### src/rtl/spi_pkg.sv
// Shared definitions for the SPI burst sequencer: FSM states, the fallback
// SCLK divider and the FIFO occupancy-width helper.
package spi_pkg;

    typedef enum logic [2:0] {
        S_IDLE,
        S_LOAD,
        S_START,
        S_WAIT_DONE,
        S_FINISH
    } seq_state_e;

    localparam logic [15:0] SPI_DEFAULT_CLK_DIV = 16'd4;

    // Occupancy counters need one extra bit so that "full" is representable.
    function automatic int count_width(input int depth);
        return $clog2(depth) + 1;
    endfunction

endpackage

### src/rtl/spi_byte_fifo.sv
// First-word-fall-through byte FIFO with occupancy count; the head byte is
// visible on rd_data_o whenever the FIFO is not empty.
module spi_byte_fifo import spi_pkg::*; #(
    parameter int DEPTH = 16
) (
    input  logic                          clk,
    input  logic                          reset_n,
    input  logic                          wr_en_i,
    input  logic [7:0]                    wr_data_i,
    input  logic                          rd_en_i,
    output logic [7:0]                    rd_data_o,
    output logic                          full_o,
    output logic                          empty_o,
    output logic [count_width(DEPTH)-1:0] count_o
);

    localparam int AW = $clog2(DEPTH);
    localparam int CW = count_width(DEPTH);

    logic [7:0]    mem_q [DEPTH];
    logic [AW-1:0] wrPtr_q;
    logic [AW-1:0] rdPtr_q;
    logic [CW-1:0] count_q;
    logic          doWrite;
    logic          doRead;

    assign full_o  = (count_q == CW'(DEPTH));
    assign empty_o = (count_q == '0);
    assign count_o = count_q;

    // A write into a full FIFO is still taken when a read frees a slot in the same cycle.
    assign doRead  = rd_en_i & ~empty_o;
    assign doWrite = wr_en_i & (~full_o | doRead);

    assign rd_data_o = empty_o ? 8'h00 : mem_q[rdPtr_q];

    always_ff @(posedge clk or negedge reset_n) begin
        if (!reset_n) begin
            wrPtr_q <= '0;
            rdPtr_q <= '0;
            count_q <= '0;
        end else begin
            if (doWrite) wrPtr_q <= wrPtr_q + 1'b1;
            if (doRead)  rdPtr_q <= rdPtr_q + 1'b1;
            case ({doWrite, doRead})
                2'b10:   count_q <= count_q + 1'b1;
                2'b01:   count_q <= count_q - 1'b1;
                default: count_q <= count_q;
            endcase
        end
    end

    always_ff @(posedge clk) begin
        if (doWrite) mem_q[wrPtr_q] <= wr_data_i;
    end

endmodule

### src/rtl/spi_xfer_sequencer.sv
// Byte-burst sequencer in front of spi_master: drains a TX FIFO one byte per
// start/busy/done handshake and collects the returned bytes into an RX FIFO.
module spi_xfer_sequencer import spi_pkg::*; #(
    parameter int          FIFO_DEPTH      = 16,
    parameter logic [15:0] DEFAULT_CLK_DIV = SPI_DEFAULT_CLK_DIV
) (
    input  logic                               clk,
    input  logic                               reset_n,
    input  logic                               wr_en,
    input  logic [7:0]                         wr_data,
    input  logic                               rd_en,
    output logic [7:0]                         rd_data,
    output logic                               tx_full,
    output logic                               tx_empty,
    output logic                               rx_full,
    output logic                               rx_empty,
    output logic [count_width(FIFO_DEPTH)-1:0] tx_count,
    output logic [count_width(FIFO_DEPTH)-1:0] rx_count,
    input  logic                               go,
    input  logic                               abort,
    input  logic [7:0]                         xfer_len,
    input  logic [15:0]                        clk_div_cfg,
    output logic                               seq_busy,
    output logic                               seq_done,
    output logic                               irq,
    output logic                               aborted,
    output logic                               rx_ovf,
    output logic                               m_start,
    output logic [7:0]                         m_tx_data,
    output logic [15:0]                        m_clk_div,
    input  logic                               m_busy,
    input  logic                               m_done,
    input  logic [7:0]                         m_rx_data
);

    seq_state_e  state_q;
    logic [7:0]  remaining_q;
    logic        abortPend_q;
    logic        aborted_q;
    logic        rxOvf_q;
    logic        mStart_q;
    logic        seqDone_q;
    logic [7:0]  mTxData_q;
    logic [15:0] mClkDiv_q;

    logic [7:0]  txHead;
    logic        txPop;
    logic        rxPush;
    logic        abortSeen;

    assign abortSeen = abort | abortPend_q;
    assign txPop     = (state_q == S_LOAD) && !abortSeen && !tx_empty;
    assign rxPush    = (state_q == S_WAIT_DONE) && m_done;

    spi_byte_fifo #(.DEPTH(FIFO_DEPTH)) u_txFifo (
        .clk       (clk),
        .reset_n   (reset_n),
        .wr_en_i   (wr_en),
        .wr_data_i (wr_data),
        .rd_en_i   (txPop),
        .rd_data_o (txHead),
        .full_o    (tx_full),
        .empty_o   (tx_empty),
        .count_o   (tx_count)
    );

    spi_byte_fifo #(.DEPTH(FIFO_DEPTH)) u_rxFifo (
        .clk       (clk),
        .reset_n   (reset_n),
        .wr_en_i   (rxPush),
        .wr_data_i (m_rx_data),
        .rd_en_i   (rd_en),
        .rd_data_o (rd_data),
        .full_o    (rx_full),
        .empty_o   (rx_empty),
        .count_o   (rx_count)
    );

    // Burst control; every handshake output comes straight from a register.
    always_ff @(posedge clk or negedge reset_n) begin
        if (!reset_n) begin
            state_q     <= S_IDLE;
            remaining_q <= 8'd0;
            abortPend_q <= 1'b0;
            aborted_q   <= 1'b0;
            rxOvf_q     <= 1'b0;
            mStart_q    <= 1'b0;
            seqDone_q   <= 1'b0;
            mTxData_q   <= 8'h00;
            mClkDiv_q   <= DEFAULT_CLK_DIV;
        end else begin
            seqDone_q <= 1'b0;
            if (state_q != S_IDLE && abort) abortPend_q <= 1'b1;

            case (state_q)
                S_IDLE: begin
                    if (go && xfer_len != 8'd0) begin
                        remaining_q <= xfer_len;
                        mClkDiv_q   <= (clk_div_cfg == 16'd0) ? DEFAULT_CLK_DIV : clk_div_cfg;
                        aborted_q   <= 1'b0;
                        rxOvf_q     <= 1'b0;
                        abortPend_q <= 1'b0;
                        state_q     <= S_LOAD;
                    end
                end
                S_LOAD: begin
                    if (abortSeen) begin
                        aborted_q <= 1'b1;
                        seqDone_q <= 1'b1;
                        state_q   <= S_FINISH;
                    end else if (!tx_empty) begin
                        mTxData_q <= txHead;
                        mStart_q  <= 1'b1;
                        state_q   <= S_START;
                    end
                end
                S_START: begin
                    if (m_busy) begin
                        mStart_q <= 1'b0;
                        state_q  <= S_WAIT_DONE;
                    end
                end
                S_WAIT_DONE: begin
                    if (m_done) begin
                        remaining_q <= remaining_q - 8'd1;
                        // Full RX only drops the byte if the host is not reading in this same cycle.
                        if (rx_full && !rd_en) rxOvf_q <= 1'b1;
                        if (remaining_q == 8'd1 || abortSeen) begin
                            if (abortSeen) aborted_q <= 1'b1;
                            seqDone_q <= 1'b1;
                            state_q   <= S_FINISH;
                        end else begin
                            state_q <= S_LOAD;
                        end
                    end
                end
                S_FINISH: begin
                    abortPend_q <= 1'b0;
                    state_q     <= S_IDLE;
                end
                default: state_q <= S_IDLE;
            endcase
        end
    end

    assign seq_busy  = (state_q != S_IDLE);
    assign seq_done  = seqDone_q;
    assign irq       = seqDone_q;
    assign aborted   = aborted_q;
    assign rx_ovf    = rxOvf_q;
    assign m_start   = mStart_q;
    assign m_tx_data = mTxData_q;
    assign m_clk_div = mClkDiv_q;

endmodule

### config.mk
export PLATFORM = sky130hd
export DESIGN_NAME = spi_xfer_sequencer
export DESIGN_NICKNAME = d
export VERILOG_FILES = /design/src/rtl/spi_pkg.sv /design/src/rtl/spi_byte_fifo.sv /design/src/rtl/spi_xfer_sequencer.sv
export SDC_FILE = /design/constraint.sdc
export NUM_CORES = 1
export LEC_CHECK = 0
export BUFFER_PORTS_ARGS = -buffer_cell sky130_fd_sc_hd__buf_2
export CAP_MARGIN = 20
export CORE_MARGIN = 10
export CORE_UTILIZATION = 50
export CTS_BUF_LIST = sky130_fd_sc_hd__clkbuf_8
export CTS_CLUSTER_SIZE = 10
export DETAILED_ROUTE_END_ITERATION = 8
export MAX_ROUTING_LAYER = met4
export PLACE_DENSITY = 0.79
export SETUP_SLACK_MARGIN = 0.05
export SYNTH_ARGS = -nofsm -noshare
export SYNTH_HDL_FRONTEND = slang
export SYNTH_HIERARCHICAL = 1
export SYNTH_SLANG_ARGS = --single-unit
### constraint.sdc
create_clock -name clk -period 3.61 [get_ports clk]
set_clock_uncertainty 0.1 [all_clocks]
set_input_delay 0.361 -clock clk [delete_from_list [all_inputs] [get_ports clk]]
set_output_delay 0.361 -clock clk [all_outputs]
set_load 0.005 [all_outputs]
# Yosys cells after proc, flatten, opt, wreduce, memory -nomap -nowiden
# Memory sizes are Yosys's and may differ from the RTL's. A register that Yosys moved wholly into a read port is not among the register bits.
# Cells that the tools add are included.
# totals
register_bits	58
latch_bits	0
ramBits	256
rom_bits	0
in_bits	48
output_inout_bits	52
word_cells	122
memories	2
# memory_table
memory	depth	width	read_ports	rd_clocked_by_memory_dff	write_ports	line_no	source
u_rxFifo.mem_q	16	8	1	0	1	spi_byte_fifo.sv:20	logic [7:0] mem_q [DEPTH];
u_txFifo.mem_q	16	8	1	1	1	spi_byte_fifo.sv:20	
# op_classes
add_sub_neg	9
n_mul	0
n_div	0
n_lt_le_gt_ge	0
n_eq_ne	19
shift	0
mux	37
bitwise	12
reduce_logical	29
# ops
operator	count
$mux W8	3
$pmux W5 S2	2
$mux W1	18
$mux W3	6
$add A4 B1 Y4 const B	4
$logic_not A16 Y1	1
$mux W16	1
$pmux W8 S2	1
$reduce_and A4 Y1	4
$pmux W3 S4	1
$add A5 B1 Y5 const B	2
$eq A5 B5 Y1 const B	2
$logic_not A5 Y1	2
$ne A2 B2 Y1 const B	5
$sub A5 B1 Y5 const B	2
$eq A8 B1 Y1 const B	1
$pmux W1 S2	4
$reduce_bool A2 Y1	4
$reduce_bool A8 Y1	1
$sub A8 B1 Y8 const B	1
$eq A3 B2 Y1 const B	2
$logic_and A1 B1 Y1	6
$reduce_and A3 Y1	2
$reduce_bool A3 Y1	2
other kinds (14)	29

# Longest topological paths before layout
# Gate-level depths: netlist of run 1.
# depth
depth_word	9
mapped_depth	13
depth_no_buf	13

# Hierarchy
# The synthesis of run 1 kept the hierarchy.
# by_module_without_submodules
mod	n_inst	cells_each	area_each_um2
spi_byte_fifo	2	302	5878.1
spi_xfer_sequencer	1	169	1900.6

# Worst setup path before layout of run 1
# OpenSTA, ideal clock, no wires.
# synth_path
path_kind	reg-to-reg
from	reg u_txFifo.count_q[1] (netlist: u_txFifo/count_o[1])
to	reg u_txFifo.count_q[4] (netlist: u_txFifo/count_o[4])
setup_time_ns	0.087
t_arrival_ns	3.006
slack_ns	0.417
path_stages_with_launch	14
path_buffers	0
cell_sequence	dfrtp_1 > or4_4 > nor2_8 > nor2_1 > nand2_1 > inv_1 > o21ai_2 > nand2b_1 > inv_1 > ha_1 > nand2b_1 > a2111o_1 > o31a_1 > o211ai_1
# synth_via
elab_chain_len	8
word_cells_on_any_way	15
classes_between	add/sub: 2; eq/ne: 3; mux: 1; bitwise: 5; reduce/logical: 4
# synth_lines
element	line_no	source
start: declaration	spi_byte_fifo.sv:23	logic [CW-1:0] count_q;
start signal: assignment	spi_byte_fifo.sv:46	2'b10: count_q <= count_q + 1'b1;
start signal: assignment	spi_byte_fifo.sv:47	2'b01: count_q <= count_q - 1'b1;
start signal: assignment	spi_byte_fifo.sv:48	default: count_q <= count_q;
$logic_not A5 Y1 (*)	spi_byte_fifo.sv:28	assign empty_o = (count_q == '0);
net tx_empty	spi_xfer_sequencer.sv:14	output logic tx_empty,
$logic_not A1 Y1 (*)	n/a	
$logic_and A1 B1 Y1 (*)	spi_xfer_sequencer.sv:52	assign txPop = (state_q == S_LOAD) && !abortSeen && !tx_empty;
net txPop	spi_xfer_sequencer.sv:47	logic txPop;
$and A1 B1 Y1 (*)	spi_byte_fifo.sv:32	assign doRead = rd_en_i & ~empty_o;
$or A1 B1 Y1	spi_byte_fifo.sv:33	assign doWrite = wr_en_i & (~full_o | doRead);
$and A1 B1 Y1	spi_byte_fifo.sv:33	
$eq A2 B1 Y1 or $eq A2 B2 Y1 (tied branches)	spi_byte_fifo.sv:45	case ({doWrite, doRead})
$pmux W5 S2 or $reduce_bool A2 Y1 (tied branches)	n/a	
# The timed path passes the listed nets; every way through them passes the cells marked *.
# A chain may end at the register's enable or synchronous reset.

# Worst setup path in the final report of run 1
# layout_path
from	reg u_txFifo.count_q[1] (netlist: u_txFifo/count_o[1])
to	reg u_txFifo.count_q[4] (netlist: u_txFifo/count_o[4])
# layout_via
elab_chain_len	8
word_cells_on_any_way	15
classes_between	add/sub: 2; eq/ne: 3; mux: 1; bitwise: 5; reduce/logical: 4
# layout_lines
element	line_no
$logic_not A5 Y1 (*)	spi_byte_fifo.sv:28
$logic_not A1 Y1 (*)	n/a
$logic_and A1 B1 Y1 (*)	spi_xfer_sequencer.sv:52
net txPop	spi_xfer_sequencer.sv:47
$and A1 B1 Y1 (*)	spi_byte_fifo.sv:32
$or A1 B1 Y1	spi_byte_fifo.sv:33
$and A1 B1 Y1	spi_byte_fifo.sv:33
$eq A2 B1 Y1 or $eq A2 B2 Y1 (tied branches)	spi_byte_fifo.sv:45
$pmux W5 S2 or $reduce_bool A2 Y1 (tied branches)	n/a
# Marked as above.

==> results of run 1 <==
[synth_stat cells, types with 7 or more instances]
master | count | area, sq um
a211oi_1 | 34 | 255
a21oi_1 | 10 | 50.1
and2_1 | 18 | 113
buf_2 | 12 | 60.1
buf_4 | 8 | 60.1
clkbuf_1 | 7 | 26.3
dfrtp_1 | 65 | 1630
edfxtp_1 | 256 | 7690
ha_1 | 18 | 225
inv_1 | 32 | 120
mux2_2 | 25 | 282
mux2i_1 | 20 | 200
mux4_1 | 8 | 210
mux4_2 | 56 | 1260
nand2_1 | 17 | 63.8
nand2b_1 | 7 | 43.8
nand3_1 | 10 | 50.1
nor2_1 | 28 | 105
nor2b_1 | 17 | 106
nor4_1 | 14 | 87.6
xnor2_1 | 14 | 123
[power by group]
group	total (mW)	internal (mW)	switching [mW]
clock network	2.94	1.58	1.37
registers	5.13	4.54	0.595
logic	3.63	1.82	1.81
[state kept, by name, indices dropped and copies added, names as in the netlist, 3 cells and up]
signal	count
m_tx_data	8
state_q	3
m_clk_div	16
u_rxFifo/rdPtr_q	4
u_rxFifo/mem_q	128
u_txFifo/wrPtr_q	4
remaining_q	8
u_rxFifo/count_o	5
u_txFifo/rdPtr_q	4
u_txFifo/count_o	5
u_txFifo/mem_q	128
u_rxFifo/wrPtr_q	4
[placed cells by master (no fill, tap or decap), types with 20 or more instances in the layout]
cell type	count
edfxtp_1	256
buf_2	98
dfrtp_1	63
inv_1	56
clkbuf_8	56
mux4_2	56
a211oi_1	34
nor2_1	28
mux2_2	25
buf_4	23
mux2i_1	20
[per-layer routing]
layer / vias to the layer above / routed length, um / GRT usage [%]
li1: 3375 / - / -
met1: 3810 / 11500 / 21.2
met2: 273 / 14600 / 27.9
met3: 50 / 1830 / 4.21
met4: 0 / 648 / 5.98
met5: - / 0 / -
[how the worst max path moves through the flow]
stage	startpoint	to	slack, ns
global route	u_txFifo/count_o[1]	u_txFifo/count_o[4]	0.17
global placement	u_txFifo/count_o[1]	u_txFifo/count_o[4]	0.52
CTS	u_rxFifo/rdPtr_q[1]	rd_data[2]	0.08
finish	u_txFifo/count_o[1]	u_txFifo/count_o[4]	0.42
detailed placement	u_txFifo/count_o[1]	u_txFifo/count_o[4]	0.43
floorplan	u_txFifo/count_o[1]	u_txFifo/count_o[4]	0.42
[final cells by class]
| cell class | count | share of cell area [%] |
|---|---|---|
| multi-input cells | 381 | 25.3 |
| diodes | 1 | 0.0159 |
| clock inverters | 37 | 1.43 |
| clock buffers | 56 | 4.91 |
| inverters | 33 | 0.788 |
| well taps | 341 | 2.72 |
| flip-flops and latches | 322 | 59.5 |
| repair buffers | 140 | 5.43 |
[per-stage QoR]
step	setup slack, ns	power (mW)	hold WS [ns]	util (%)
3_3_place_gp	0.519	8.69	0.387	53.9
5_1_grt	0.169	12.4	0.0343	58.3
2_1_floorplan	0.417	7.69	-0.0346	-
3_5_place_dp	0.427	8.82	0.391	53.9
4_1_cts	0.0836	11.8	0.00631	58.3
6_report	0.417	11.7	0.0474	58.3
[worst reg2reg max path: cells and delay by family, from the launching register on]
family | cells | cell delay [ns]
fa+ha+maj | 1 | 0.35
flops | 1 | 0.42
simple gates | 6 | 1.30
buf+inv | 2 | 0.20
compound gates | 4 | 0.76
[timing repair]
action / 4_1_cts / 5_1_grt
hold buffers: 19 / 0
gates resized for setup: 0 / 1
hold endpoints to repair: 83 / 0
setup buffers: 0 / 0
endpoints found under the setup margin: 0 / 1
[kinds of logic after synthesis]
kind of cell	synth area share [%]
simple gates	5.74
buf+inv	2.60
xor+xnor	1.15
compound gates	5.42
mux	14.7
flops	68.4
fa+ha+maj	1.94
==> out/results.ini, run 1 <==
[clocking]
root_buffer=clkbuf_8
cts-buffers-inserted=50
cts.sinks=322
insertion_delay_ns=0.57
ctsHtreeMaxLevel=2
cts_buffer_depth=3
clkTransAtPathRegs_ns=0.06
tritoncts=built

[logic_synthesis]
ys_ff_latch=322
synth_cells=773
async_flop_share_pct=20.5
ys_warn_count=6
synth_nets=841
avgSynthCellArea_sq_um=17.7
synth_area_sq_um=13700
ys.flop_type=edfxtp_1
synth_cell_type_count=62
synth_edf_count=256
ys_seq_area_share_pct=68.4

[floorplanning]
ios=100
chipHeight_um=185
dieArea_sq_um=34300
start_util_pct=50.7
row_count=60
core_sq_um=27000
die_width_um=185

[drt]
wl_um=28500
routedWlPerCell_um=21.8
route.antenna.remaining_nets=0
drt_pass1_iterations=5
drtIter0Drc=635
dr_total_vias=7508
drc_errors=0
viasPerCell=5.73

[sta]
hold_viol_final=0
fmax_ghz=0.313
setup_viol=0
fin_crit_sh_pct=88.4
maxSlewViolCount=0
rsz0062_at_grt=false
tns_ns=0
worst-slew-pin-transition_ns=0.894
period_needed_ns=3.19
slew_headroom_pct=40.4

[place]
hpwl_um=18600
placed_cell_area_sq_um=14500
gp_congestion=0.854
dp.cells=1198
portBuffers=99

[worst_setup_path]
cpLargestDelayFamily=simple AND/OR/NAND/NOR gates
cp_slowest_stage_delay_ns=0.62
worstReg2RegStart=u_txFifo/count_o[1]
arrival_ns=3.57
r2r_setup_slack_ns=0.42
cp_cell_sequence=or4_4, nor2_8, nor2_1, nand2_1, inv_1, o21ai_2, nand2b_1, inv_1, ha_1, nand2b_1, a2111o_1, o31a_1, o211ai_1
cp.required_ns=3.99
end_kind=register
crit_slowest_cell=or4_4
path_class=reg2reg
startpoint_type=register
crit_fanout=13
rr_worst_depth=13
reg2reg_to=u_txFifo/count_o[4]
crit_buf_inv=2
crit_cells=13

[final_layout]
nets=996
final_cell_area_sq_um=15700
drive_gt1_share_pct=30.2
layout.area.seq_sq_um=9340
areaGrowthSynthToFinish_pct=15.1
final_cells=1311
multi_input_area_sq_um=3970
nFillCells=1987

[grt]
grt-ovfl-total=0
grt_usage_pct=17.4
grt_first_pass_wirelength_um=44700
antenna_found_initial=1
grt_max_degree=67
grt_pass1_vias=7868

[min_path]
hold_end=u_txFifo/count_o[4]
holdPathStages=3
hold_path_class=in2reg
min_from=wr_en

[power_and_ir_drop]
power_density_nw_per_um2=745
ir_worst_vdd_uv=490
power.leakage_nw=5.71

[status]
outcome=finished, final reports clean

[run]
drv_cap=0

(Power assumes the default switching activity.)
==> run 2, diff against run 1 <==
Settings changed: BUFFER_PORTS_ARGS -buffer_cell sky130_fd_sc_hd__buf_2 to not set, CORE_UTILIZATION 50 to 37, DONT_BUFFER_PORTS set to 1, PLACE_DENSITY 0.79 to 0.62.
==> run 2 against run 1 <==
Critical path depth shrank 9. Design area grew 0.11%. Critical endpoint is now rd_data[5]. Final cell count grew 4.7%. Clock power grew 3%. Global-route usage shrank 3.7 points.
==> out/results.ini, run 2 (synthesis results as in run 1) <==
[floorplanning]
die_width_um=212  ; +14%
core_sq_um=36500  ; +36%
dieArea_sq_um=45000  ; +31%
chipHeight_um=212  ; +14%
row_count=70  ; +17%
ios=100  ; unchanged
start_util_pct=37.4  ; -13 points

[grt]
grt_pass1_vias=7558  ; -3.9%
grt_first_pass_wirelength_um=45800  ; +2.5%
grt_usage_pct=13.7  ; -3.7 points
antenna_found_initial=1  ; unchanged
grt-ovfl-total=0  ; unchanged
grt_max_degree=67  ; unchanged

[power_and_ir_drop]
clock_power_share_pct=26.3  ; +1.2 points
power_density_nw_per_um2=732  ; -1.8%
p_int_mw=7.76  ; -2.2%
finalPower_mw=11.5  ; -1.7%
ir_worst_vdd_uv=406  ; -17%
p_seq_share_pct=46.0  ; +2.2 points
power.leakage_nw=5.47  ; -4.3%
combPwrFrac_pct=27.7  ; -3.3 points
sw_frac_of_total_pct=32.6  ; +0.38 points
switchingPower_mw=3.76  ; -0.53%

[drt]
wl_um=29400  ; +3.1%
route.antenna.remaining_nets=0  ; unchanged
drc_errors=0  ; unchanged
dr_total_vias=7157  ; -4.7%
drt_pass1_iterations=5  ; unchanged
drtIter0Drc=463  ; -27%
routedWlPerCell_um=21.4  ; -1.5%
viasPerCell=5.21  ; -9.0%

[place]
hpwl_um=18600  ; +0.29%
placed_cell_area_sq_um=14200  ; -2.1%
post-place-ws_ns=0.504  ; +0.0769 ns
gp_congestion=0.787  ; -7.9%
portBuffers=0  ; -100%

[sta]
period_needed_ns=3.21  ; +0.0172 ns
slew_headroom_pct=47.6  ; +7.2 points
fmax_ghz=0.312  ; -0.54%
fin_ws_ns=0.400  ; -0.0172 ns
worst-slew-pin-transition_ns=0.783  ; -0.111 ns
setup_viol=0  ; unchanged
holdWs_ns=0.0840  ; +0.0367 ns
maxSlewViolCount=0  ; unchanged
tns_ns=0  ; unchanged
hold_viol_final=0  ; unchanged
fin_crit_sh_pct=88.9  ; +0.48 points
rsz0062_at_grt=false

[final_layout]
drive_gt1_share_pct=21.9  ; -8.3 points
layout_common_cells=edfxtp_1 (256), dfrtp_1 (62), inv_1 (59), clkbuf_8 (57), mux4_2 (56)
final_cell_area_sq_um=15700  ; +0.11%
areaGrowthSynthToFinish_pct=15.2
nets=931  ; -6.5%
final_common_cell=edfxtp_1

[min_path]
hold_path_class=in2reg

[clocking]
postCtsSetupBuffers=0  ; unchanged
cts_resized=0  ; unchanged
ctsHtreeMaxLevel=2  ; unchanged
insertion_delay_ns=0.62  ; +0.05 ns
cts-buffers-inserted=53  ; +6.0%
cts_buffer_depth=3  ; unchanged
root_buffer=clkbuf_8
clkTransAtPathRegs_ns=0.06  ; about the same
cts.sinks=322  ; unchanged
tritoncts=built
cts_hold_buf=48  ; +29

[worst_setup_path]
rr_worst_depth=13  ; unchanged
cp.required_ns=3.15  ; -0.84 ns
endpoint=rd_data[5]
arrival_ns=2.75  ; -0.82 ns
end_kind=primary output
crit_fanout=19  ; +6
worstReg2RegStart=u_txFifo/count_o[1]
reg2reg_to=u_txFifo/count_o[4]
path_class=reg2out
startpoint_type=register
startpoint=u_rxFifo/rdPtr_q[1]
r2r_setup_slack_ns=0.51  ; +0.09 ns

[status]
outcome=finished, final reports clean

[run]
drv_cap=0  ; unchanged

==> run 2: changes by cell type in the layout (fill, tap and decap cells not counted), moves of 2 or more <==
cell,change
buf_2,-98
clkinv_1,+2
clkinv_2,-2
dlygate4sd3_1,+28
inv_1,+3
nor4_1,-2
nor4_2,+2
==> run 2: layer usage <==
metal / vias to the layer above / share of wire (%) / track usage, %
li1: 3263 / - / -
met1: 3655 / 44 / 17.5
met2: 194 / 48 / 21.2
met3: 45 / 5.7 / 2.93
met4: 0 / 2.4 / 5.21
met5: - / 0 / -
==> run 2: through the flow <==
step | util, % | instances
2_1_floorplan | - | 773
3_3_place_gp | 38.9 | 1228
3_5_place_dp | 38.9 | 1228
4_1_cts | 43.1 | 1372
5_1_grt | 43.1 | 1373
6_report | 43.1 | 1373
==> run 2: critical path: stages, from the launching register on <==
cell and delay (ns):
dfrtp_2 0.78, buf_4 0.40, mux4_2 0.25, mux2i_1 0.10
a211oi_1 0.60
==> run 2: cell type report <==
| class | instances | area [sq um] |
|---|---|---|
| Sequential cell | 322 | 9340 |
| Antenna cell | 1 | 2.50 |
| Timing Repair Buffer | 72 | 678 |
| Inverter | 33 | 124 |
| Clock inverter | 39 | 230 |
| Fill cell | 3234 | 20800 |
| Clock buffer | 57 | 785 |
| Multi-Input combinational cell | 381 | 3980 |
| Tap cell | 468 | 586 |
==> run 2: power by group through the flow <==
stage	registers (mW)	logic (mW)	clock network, mW
after floorplan	4.89	2.80	0
after global placement	5.38	3.08	0
after detailed placement	5.38	3.11	0
after CTS	5.32	3.23	3.16
after global routing	5.40	3.49	3.31
final	5.29	3.19	3.03
==> run 2: worst min path at each step <==
stage / from / to / slack, ns / cells past startpoint
final: abort / state_q[1] / 0.08 / 4
after global routing: abort / state_q[1] / 0.09 / 4
after CTS: abort / state_q[1] / 0.02 / 4
after detailed placement: reset_n / m_tx_data[4] / -0.02 / 0
after global placement: reset_n / m_tx_data[4] / -0.02 / 0
after floorplan: reset_n / abortPend_q / -0.03 / 0
